File: config.mk
export PLATFORM = sky130hd
export DESIGN_NAME = eth_axil_regs
export DESIGN_NICKNAME = d
export VERILOG_FILES = /design/src/rtl/eth_axil_regs.sv
export SDC_FILE = /design/constraint.sdc
export NUM_CORES = 1
export LEC_CHECK = 0
export CAP_MARGIN = 20
export CORE_ASPECT_RATIO = 1.75
export CORE_MARGIN = 3
export CORE_UTILIZATION = 45
export DETAILED_ROUTE_END_ITERATION = 6
export GPL_ROUTABILITY_DRIVEN = 0
export HOLD_SLACK_MARGIN = 0.03
export PLACE_DENSITY = 0.8
export SLEW_MARGIN = 5
export SYNTH_ARGS = -nofsm -noshare
export SYNTH_HDL_FRONTEND = slang
export SYNTH_SLANG_ARGS = --single-unit
export TNS_END_PERCENT = 30
File: constraint.sdc
create_clock -name AXI_Clk -period 2.31 [get_ports AXI_Clk]
set_input_delay 0.462 -clock AXI_Clk [delete_from_list [all_inputs] [get_ports AXI_Clk]]
set_output_delay 0.462 -clock AXI_Clk [all_outputs]
set_load 0.1 [all_outputs]
File: src/rtl/eth_axil_regs.sv
// AXI4-Lite control/status register block: writes commit one cycle after AW+W are both held, reads answer one cycle after AR.
// One outstanding B and one outstanding R; readies drop while a response waits. Define ETH_AXIL_W1C_EN for sticky write-1-to-clear status.
module eth_axil_regs #(
    parameter int ADDR_W = 8,
    parameter int N_CTRL = 4,
    parameter int N_STAT = 4
) (
    input  logic                AXI_Clk,
    input  logic                AXI_Rstn,
    input  logic                AXI_awvalid,
    output logic                AXI_awready,
    input  logic [ADDR_W-1:0]   AXI_awaddr,
    input  logic                AXI_wvalid,
    output logic                AXI_wready,
    input  logic [31:0]         AXI_wdata,
    input  logic [3:0]          AXI_wstrb,
    output logic                AXI_bvalid,
    output logic [1:0]          AXI_bresp,
    input  logic                AXI_bready,
    input  logic                AXI_arvalid,
    output logic                AXI_arready,
    input  logic [ADDR_W-1:0]   AXI_araddr,
    output logic                AXI_rvalid,
    output logic [31:0]         AXI_rdata,
    output logic [1:0]          AXI_rresp,
    input  logic                AXI_rready,
    output logic [N_CTRL*32-1:0] Ctrl_Regs,
    output logic [N_CTRL-1:0]   Ctrl_Wr_Pulse,
    input  logic [N_STAT*32-1:0] Stat_In
);
    localparam int IDX_W = ADDR_W - 2;
    localparam logic [IDX_W:0] MAP_END = (IDX_W+1)'(N_CTRL + N_STAT);

    logic                  aw_held;
    logic                  w_held;
    logic [IDX_W-1:0]      aw_idx;
    logic [31:0]           w_dat;
    logic [3:0]            w_strb;
    logic [N_CTRL*32-1:0]  ctrl_q;
    logic [N_CTRL-1:0]     wr_pulse;
    logic                  bvalid;
    logic [1:0]            bresp;
    logic                  rvalid;
    logic [31:0]           rdata;
    logic [1:0]            rresp;
    logic                  commit;
    logic                  wr_mapped;
    logic [31:0]           wmask;
    logic [IDX_W-1:0]      ar_idx;
    logic                  rd_mapped;
    logic [31:0]           rd_val;
    logic [N_STAT*32-1:0]  stat_src;
    logic                  unused_addr_bits;

    // Byte lane bits of both addresses are don't-care.
    assign unused_addr_bits = ^{AXI_awaddr[1:0], AXI_araddr[1:0]};

    // Readies are gated by reset so they read 0 while reset is held and rise right after release.
    assign AXI_awready   = AXI_Rstn & ~aw_held & ~bvalid;
    assign AXI_wready    = AXI_Rstn & ~w_held & ~bvalid;
    assign AXI_arready   = AXI_Rstn & ~rvalid;
    assign AXI_bvalid    = bvalid;
    assign AXI_bresp     = bresp;
    assign AXI_rvalid    = rvalid;
    assign AXI_rdata     = rdata;
    assign AXI_rresp     = rresp;
    assign Ctrl_Regs     = ctrl_q;
    assign Ctrl_Wr_Pulse = wr_pulse;

    assign commit    = aw_held & w_held & ~bvalid;
    assign wr_mapped = {1'b0, aw_idx} < MAP_END;
    assign wmask     = {{8{w_strb[3]}}, {8{w_strb[2]}}, {8{w_strb[1]}}, {8{w_strb[0]}}};

    always_ff @(posedge AXI_Clk or negedge AXI_Rstn) begin
        if (!AXI_Rstn) begin
            aw_held  <= 1'b0;
            w_held   <= 1'b0;
            aw_idx   <= '0;
            w_dat    <= '0;
            w_strb   <= '0;
            ctrl_q   <= '0;
            wr_pulse <= '0;
            bvalid   <= 1'b0;
            bresp    <= 2'b00;
        end else begin
            wr_pulse <= '0;
            if (AXI_awvalid && AXI_awready) begin
                aw_held <= 1'b1;
                aw_idx  <= AXI_awaddr[ADDR_W-1:2];
            end
            if (AXI_wvalid && AXI_wready) begin
                w_held <= 1'b1;
                w_dat  <= AXI_wdata;
                w_strb <= AXI_wstrb;
            end
            if (commit) begin
                bvalid <= 1'b1;
                bresp  <= wr_mapped ? 2'b00 : 2'b10;
                for (int i = 0; i < N_CTRL; i++) begin
                    if (aw_idx == IDX_W'(i)) begin
                        ctrl_q[32*i +: 32] <= (ctrl_q[32*i +: 32] & ~wmask) | (w_dat & wmask);
                        wr_pulse[i]        <= 1'b1;
                    end
                end
            end else if (bvalid && AXI_bready) begin
                // Captures stay held until the response is taken, which keeps readies low.
                bvalid  <= 1'b0;
                aw_held <= 1'b0;
                w_held  <= 1'b0;
            end
        end
    end

`ifdef ETH_AXIL_W1C_EN
    logic [N_STAT*32-1:0] stat_q;

    // New events OR in after the clear, so a bit arriving in the clear cycle survives.
    always_ff @(posedge AXI_Clk or negedge AXI_Rstn) begin
        if (!AXI_Rstn) begin
            stat_q <= '0;
        end else begin
            for (int j = 0; j < N_STAT; j++) begin
                if (commit && aw_idx == IDX_W'(N_CTRL + j))
                    stat_q[32*j +: 32] <= (stat_q[32*j +: 32] & ~(w_dat & wmask)) | Stat_In[32*j +: 32];
                else
                    stat_q[32*j +: 32] <= stat_q[32*j +: 32] | Stat_In[32*j +: 32];
            end
        end
    end

    assign stat_src = stat_q;
`else
    assign stat_src = Stat_In;
`endif

    assign ar_idx = AXI_araddr[ADDR_W-1:2];

    always_comb begin
        rd_val    = '0;
        rd_mapped = {1'b0, ar_idx} < MAP_END;
        for (int i = 0; i < N_CTRL; i++) begin
            if (ar_idx == IDX_W'(i))
                rd_val = ctrl_q[32*i +: 32];
        end
        for (int j = 0; j < N_STAT; j++) begin
            if (ar_idx == IDX_W'(N_CTRL + j))
                rd_val = stat_src[32*j +: 32];
        end
    end

    always_ff @(posedge AXI_Clk or negedge AXI_Rstn) begin
        if (!AXI_Rstn) begin
            rvalid <= 1'b0;
            rdata  <= '0;
            rresp  <= 2'b00;
        end else if (AXI_arvalid && AXI_arready) begin
            rvalid <= 1'b1;
            rdata  <= rd_mapped ? rd_val : 32'h0;
            rresp  <= rd_mapped ? 2'b00 : 2'b10;
        end else if (rvalid && AXI_rready) begin
            rvalid <= 1'b0;
        end
    end
endmodule

==> results of run 1 <==
## synth_stat cells (2+ instances only)
| cell | number |
|---|---|
| nor4_2 | 4 |
| a211oi_1 | 9 |
| nand2b_1 | 6 |
| nor2_1 | 9 |
| nor3b_1 | 3 |
| o22ai_1 | 7 |
| mux2_2 | 166 |
| a32o_1 | 6 |
| mux4_2 | 32 |
| nor3_1 | 5 |
| nor2b_1 | 11 |
| clkbuf_1 | 27 |
| and3_1 | 2 |
| mux2_1 | 10 |
| mux2i_1 | 14 |
| a222oi_1 | 12 |
| buf_2 | 12 |
| nand3b_1 | 2 |
| a32oi_1 | 4 |
| nand2_1 | 57 |
| dfrtp_1 | 212 |
| buf_4 | 2 |
| a22oi_1 | 21 |
| inv_1 | 6 |
| a2bb2oi_1 | 9 |
| or3_1 | 2 |
| o21ai_0 | 43 |
| o221ai_1 | 20 |
| buf_1 | 8 |
| a21oi_1 | 15 |
## worst max-delay path by stage
stage                                     end  slack (ps)  cells past startpoint
floorplan           AXI_rdata[11]$_DFFE_PN0P_           2                      5
global placement     AXI_rdata[1]$_DFFE_PN0P_        -160                      6
detailed placement  AXI_rdata[11]$_DFFE_PN0P_        -250                      6
CTS                                      flop         180                      5
global route        AXI_rdata[11]$_DFFE_PN0P_         110                      6
finish                                   flop         200                      5
## layout make-up
class,instances,area (sq um)
Antenna cell,1,2.50
Clock buffer,29,566
Clock inverter,5,27.5
Fill cell,1723,7320
Inverter,6,22.5
Multi-Input combinational cell,481,4480
Sequential cell,212,5310
Tap cell,292,365
Timing Repair Buffer,396,3580
## through the flow
step           power (W)  TNS, ps  cells  setup slack, ps
2_1_floorplan     0.0125        0    748             2.02
3_3_place_gp      0.0150    -2040   1386             -157
3_5_place_dp      0.0152    -3440   1386             -253
4_1_cts           0.0183        0   1421              180
5_1_grt           0.0188        0   1422              111
6_report          0.0182        0   1422              203
## power groups by stage
stage               sequential (W)  combinational [W]  clock, W
floorplan                   0.0107            0.00180         0
global placement           0.00591            0.00912         0
detailed placement         0.00597            0.00921         0
CTS                        0.00592            0.00923   0.00314
global route               0.00609            0.00944   0.00327
finish                     0.00593            0.00919   0.00309
## logic make-up after synthesis
family	after synthesis	synth area share
multiplexers	222	0.285
flip-flops	212	0.531
AO/OA/AOI/OAI	147	0.104
AND/OR/NAND/NOR	110	0.0571
buffers and inverters	55	0.0229
other	1	0.000375
## metal layers
metal,vias to the layer above,share of wire,track usage
met4,0,0.052,0.133
met3,86,0.075,0.0630
li1,3574,-,-
met1,4136,0.35,0.330
met2,405,0.52,0.501
met5,-,0,0
==> impl_metrics.py, run 1 <==
metrics = {
    "clocking": {
        "htreeDepth": 1,
        "cts_tree": "done",
        "cts_buffers": 20,
        "cts_sinks": 212,
        "cts_resized": 0,
        "hold_buffers": 1,
        "cts.reportedPaths.clkPinSlew_ps": 70,
        "clock_path_buffers": 3,
        "post_cts_buffers": 0,
        "root_buffer": "clkbuf_16",
        "clk_latency_ps": 490,
    },
    "final_layout": {
        "fin_util": 0.662,
        "layout_common_cells": "dfrtp_1 (211), buf_4 (203), clkdlybuf4s50_1 (179), mux2_2 (166), nand2_1 (57)",
        "syn_to_final_growth_pct": 43.7,
        "drive_above_1_share": 0.405,
        "stdcell_area_sq_um": 14400,
        "final_common_cell": "dfrtp_1",
        "nNetsFinal": 1304,
    },
    "floorplan": {
        "core_sq_um": 21700,
        "die_w_um": 119,
        "ios": 360,
        "start_util": 0.461,
        "die_h_um": 203,
        "fp-row-count": 71,
        "dieArea_sq_um": 24100,
    },
    "power": {
        "p_comb_frac": 0.505,
        "swShare": 0.507,
        "p_clk_frac": 0.170,
        "pwr-share-seq": 0.326,
        "leakage_nw": 6.63,
        "p_sw_w": 0.00922,
        "ir_worst_vdd_mv": 1.31,
        "p_int_w": 0.00898,
        "p_per_area_nw_per_um2": 1270,
    },
    "yosys": {
        "synth.distinct_cells": 41,
        "synth_area_leaders": "dfrtp_1 (53%), mux2_2 (19%), mux4_2 (7.2%), o21ai_0 (2.2%), nand2_1 (2.1%)",
        "syn_area_sq_um": 9990,
        "ys.flop_type": "dfrtp_1",
        "yosysSeqAreaShare": 0.531,
        "synth-async-reset-ratio": 1.00,
        "yosysTopAreaCellShare": 0.531,
        "synth_edf_count": 0,
        "synth_top_area_cell": "dfrtp_1",
        "syn_area_per_cell_sq_um": 13.4,
        "ys_warn_count": 0,
        "synth_cells": 747,
        "yosys_register_bits": 212,
    },
    "routing": {
        "wl_per_cell_um": 24.8,
        "drt_drc_violations_left": 0,
        "antenna_left": 0,
        "drt_iter0_drc": 627,
        "vias": 8201,
        "dr.pass1.iters": 6,
        "vias_per_cell": 5.77,
        "wirelength_um": 35300,
    },
    "timing": {
        "worst_pin_slew_ps": 872,
        "max_freq_mhz": 475,
        "slew_headroom": 0.419,
        "skew_ps": 8.21,
        "final_max_slew_viol_count": 0,
        "final-setup-viol-count": 0,
        "fin_crit_sh": 0.912,
        "final.min_clock_period_ps": 2110,
        "rsz0062_at_grt": "false",
        "hold_ws_ps": 130,
        "timing.final.hold_violations": 0,
    },
    "run_status": {
        "status": "complete, no violations",
    },
    "setup_path": {
        "path_max_fanout": 8,
        "cp_num_buf_inv": 1,
        "critPathLaunch": "aw_idx[3]$_DFFE_PN0P_",
        "reg2reg_depth": 5,
        "required_ps": 2690,
        "cpPeakStageDelay_ps": 500,
        "critPathArrivalTime_ps": 2490,
        "start_kind": "flop",
        "critPathCaptureType": "flop",
        "reg2reg_slack_ps": 200,
        "crit_slowest_cell": "or3_1",
        "worstReg2RegStart": "aw_idx[3]$_DFFE_PN0P_",
        "crit_type": "reg -> reg",
        "path_cells": "or3_1 -> nor4_2 -> buf_4 -> nand2_1 -> mux2_2",
        "cp_top_family": "simple AND/OR/NAND/NOR gates",
    },
    "global_routing": {
        "grt_start_max_net_pins": 169,
        "grt.total_usage": 0.285,
        "antenna_found_initial": 2,
        "grt-ovfl-total": 0,
        "grt_first_pass_wirelength_um": 52600,
        "grt_pass1_vias": 8653,
    },
    "placed_design": {
        "dp_hpwl_um": 26700,
        "placed_area_sq_um": 13700,
        "port_buffers": 353,
    },
    "worst_hold_path": {
        "hp-class": "in -> async",
    },
    "job": {
        "cap_violations": 0,
    },
}
No activity file was read; power rests on OpenSTA's default activity.
==> inputs of run 2 (changes only) <==
--- a/config.mk
+++ b/config.mk
@@ -13,6 +13,7 @@
 export GPL_ROUTABILITY_DRIVEN = 0
 export HOLD_SLACK_MARGIN = 0.03
 export PLACE_DENSITY = 0.8
+export SKIP_CTS_REPAIR_TIMING = 1
 export SLEW_MARGIN = 5
 export SYNTH_ARGS = -nofsm -noshare
 export SYNTH_HDL_FRONTEND = slang
==> impl_metrics.py, run 2 (same netlist as run 1, synthesis figures left out) <==
metrics = {
    "run_status": {
        "status": "complete, no violations",
    },
    "timing": {
        "max_freq_mhz": 475,
        "slew_headroom": 0.403,
        "final.min_clock_period_ps": 2100,
        "timing.final.hold_violations": 0,
        "fin_crit_sh": 0.911,
        "rsz0062_at_grt": "false",
        "worst_pin_slew_ps": 896,
        "setup-tns-final_ps": 0,
        "final_max_slew_viol_count": 0,
        "hold_ws_ps": 127,
        "final-setup-viol-count": 0,
        "skew_ps": 7.49,
    },
    "setup_path": {
        "cp_num_buf_inv": 1,
        "start_kind": "flop",
        "required_ps": 2690,
        "path_depth": 5,
        "reg2reg_depth": 5,
        "crit_type": "reg -> reg",
        "crit_slowest_cell": "or3_1",
        "cpPeakStageDelay_ps": 500,
        "path_cells": "or3_1 -> nor4_2 -> buf_4 -> nand2_1 -> mux2_2",
        "worstReg2RegStart": "aw_idx[3]$_DFFE_PN0P_",
        "critPathArrivalTime_ps": 2480,
        "reg2reg_slack_ps": 210,
        "path_max_fanout": 8,
        "cp_top_family": "simple AND/OR/NAND/NOR gates",
        "critPathCaptureType": "flop",
        "critPathLaunch": "aw_idx[3]$_DFFE_PN0P_",
    },
    "floorplan": {
        "ios": 360,
        "fp-row-count": 71,
        "start_util": 0.461,
        "die_w_um": 119,
        "die_h_um": 203,
        "dieArea_sq_um": 24100,
        "core_sq_um": 21700,
    },
    "global_routing": {
        "grt.busiest_layer": "met2",
        "gr-usage-met3": 0.0619,
        "grt_pass1_vias": 8659,
        "grt-ovfl-total": 0,
        "met1_usage": 0.329,
        "grt_first_pass_wirelength_um": 52500,
        "antenna_found_initial": 1,
        "grt.total_usage": 0.284,
        "grt_start_max_net_pins": 169,
        "met2_usage": 0.500,
    },
    "clocking": {
        "cts_sinks": 212,
        "clock_path_buffers": 3,
        "cts.reportedPaths.clkPinSlew_ps": 70,
        "cts_tree": "done",
        "clk_latency_ps": 490,
        "root_buffer": "clkbuf_16",
        "cts_buffers": 20,
        "htreeDepth": 1,
    },
    "routing": {
        "antenna_left": 0,
        "drt_drc_violations_left": 0,
        "wl_per_cell_um": 24.9,
        "drt_iter0_drc": 589,
        "dr.pass1.iters": 7,
        "wirelength_um": 35400,
        "vias": 8237,
        "vias_per_cell": 5.79,
    },
    "power": {
        "ir_worst_vdd_mv": 1.31,
        "p_per_area_nw_per_um2": 1270,
        "leakage_nw": 6.63,
    },
    "job": {
        "cap_violations": 0,
    },
    "final_layout": {
        "syn_to_final_growth_pct": 43.7,
        "final_common_cell": "dfrtp_1",
        "drive_above_1_share": 0.405,
        "nNetsFinal": 1304,
        "layout_common_cells": "dfrtp_1 (211), buf_4 (203), clkdlybuf4s50_1 (179), mux2_2 (166), nand2_1 (57)",
    },
    "placed_design": {
        "port_buffers": 353,
        "dp_hpwl_um": 26700,
    },
    "worst_hold_path": {
        "hp-class": "in -> async",
    },
}
## run 2: cell counts in the layout (fill, tap and decap cells not counted)
Identical to the previous run, type by type.
## run 2: worst reg2reg max path: stages, from the launching register on
cell	delay, ps
dfrtp_1	370
or3_1	500
nor4_2	250
buf_4	180
nand2_1	310
mux2_2	390
## run 2: where the power goes
group | leakage (nW) | internal [W] | total, W | switching [W]
combinational | 3.50 | 0.00246 | 0.00919 | 0.00673
clock | 0.290 | 0.00170 | 0.00309 | 0.00139
sequential | 2.84 | 0.00482 | 0.00593 | 0.00111
## run 2: worst min-delay path by stage
stage | start | cells past startpoint | to
2_1_floorplan | AXI_Rstn | 0 | AXI_bresp[1]$_DFFE_PN0P_
3_3_place_gp | AXI_Rstn | 1 | AXI_rdata[8]$_DFFE_PN0P_
3_5_place_dp | AXI_Rstn | 1 | AXI_rdata[8]$_DFFE_PN0P_
4_1_cts | AXI_Rstn | 1 | AXI_rdata[8]$_DFFE_PN0P_
5_1_grt | AXI_Rstn | 2 | asynchronous set/reset pin
6_report | AXI_Rstn | 2 | AXI_rdata[16]$_DFFE_PN0P_
## run 2: routing by layer
layer,share of wire,vias up
met5,0,-
met4,0.054,0
met3,0.077,87
met2,0.52,402
met1,0.35,4168
li1,-,3580
## run 2: final cells by class
| type | count | area (sq um) |
|---|---|---|
| Antenna cell | 1 | 2.50 |
| Clock buffer | 29 | 566 |
| Clock inverter | 5 | 27.5 |
| Fill cell | 1723 | 7320 |
| Inverter | 6 | 22.5 |
| Multi-Input combinational cell | 481 | 4480 |
| Sequential cell | 212 | 5310 |
| Tap cell | 292 | 365 |
| Timing Repair Buffer | 396 | 3580 |
## run 2: per-stage QoR
step	std cells	util	total power [W]	instance area, sq um	setup WS (ps)
2_1_floorplan	748	-	0.0125	10000	2.02
3_3_place_gp	1386	0.634	0.0150	13700	-157
3_5_place_dp	1386	0.634	0.0152	13700	-253
4_1_cts	1420	0.662	0.0183	14300	180
5_1_grt	1422	0.662	0.0188	14400	111
6_report	1422	0.662	0.0182	14400	206
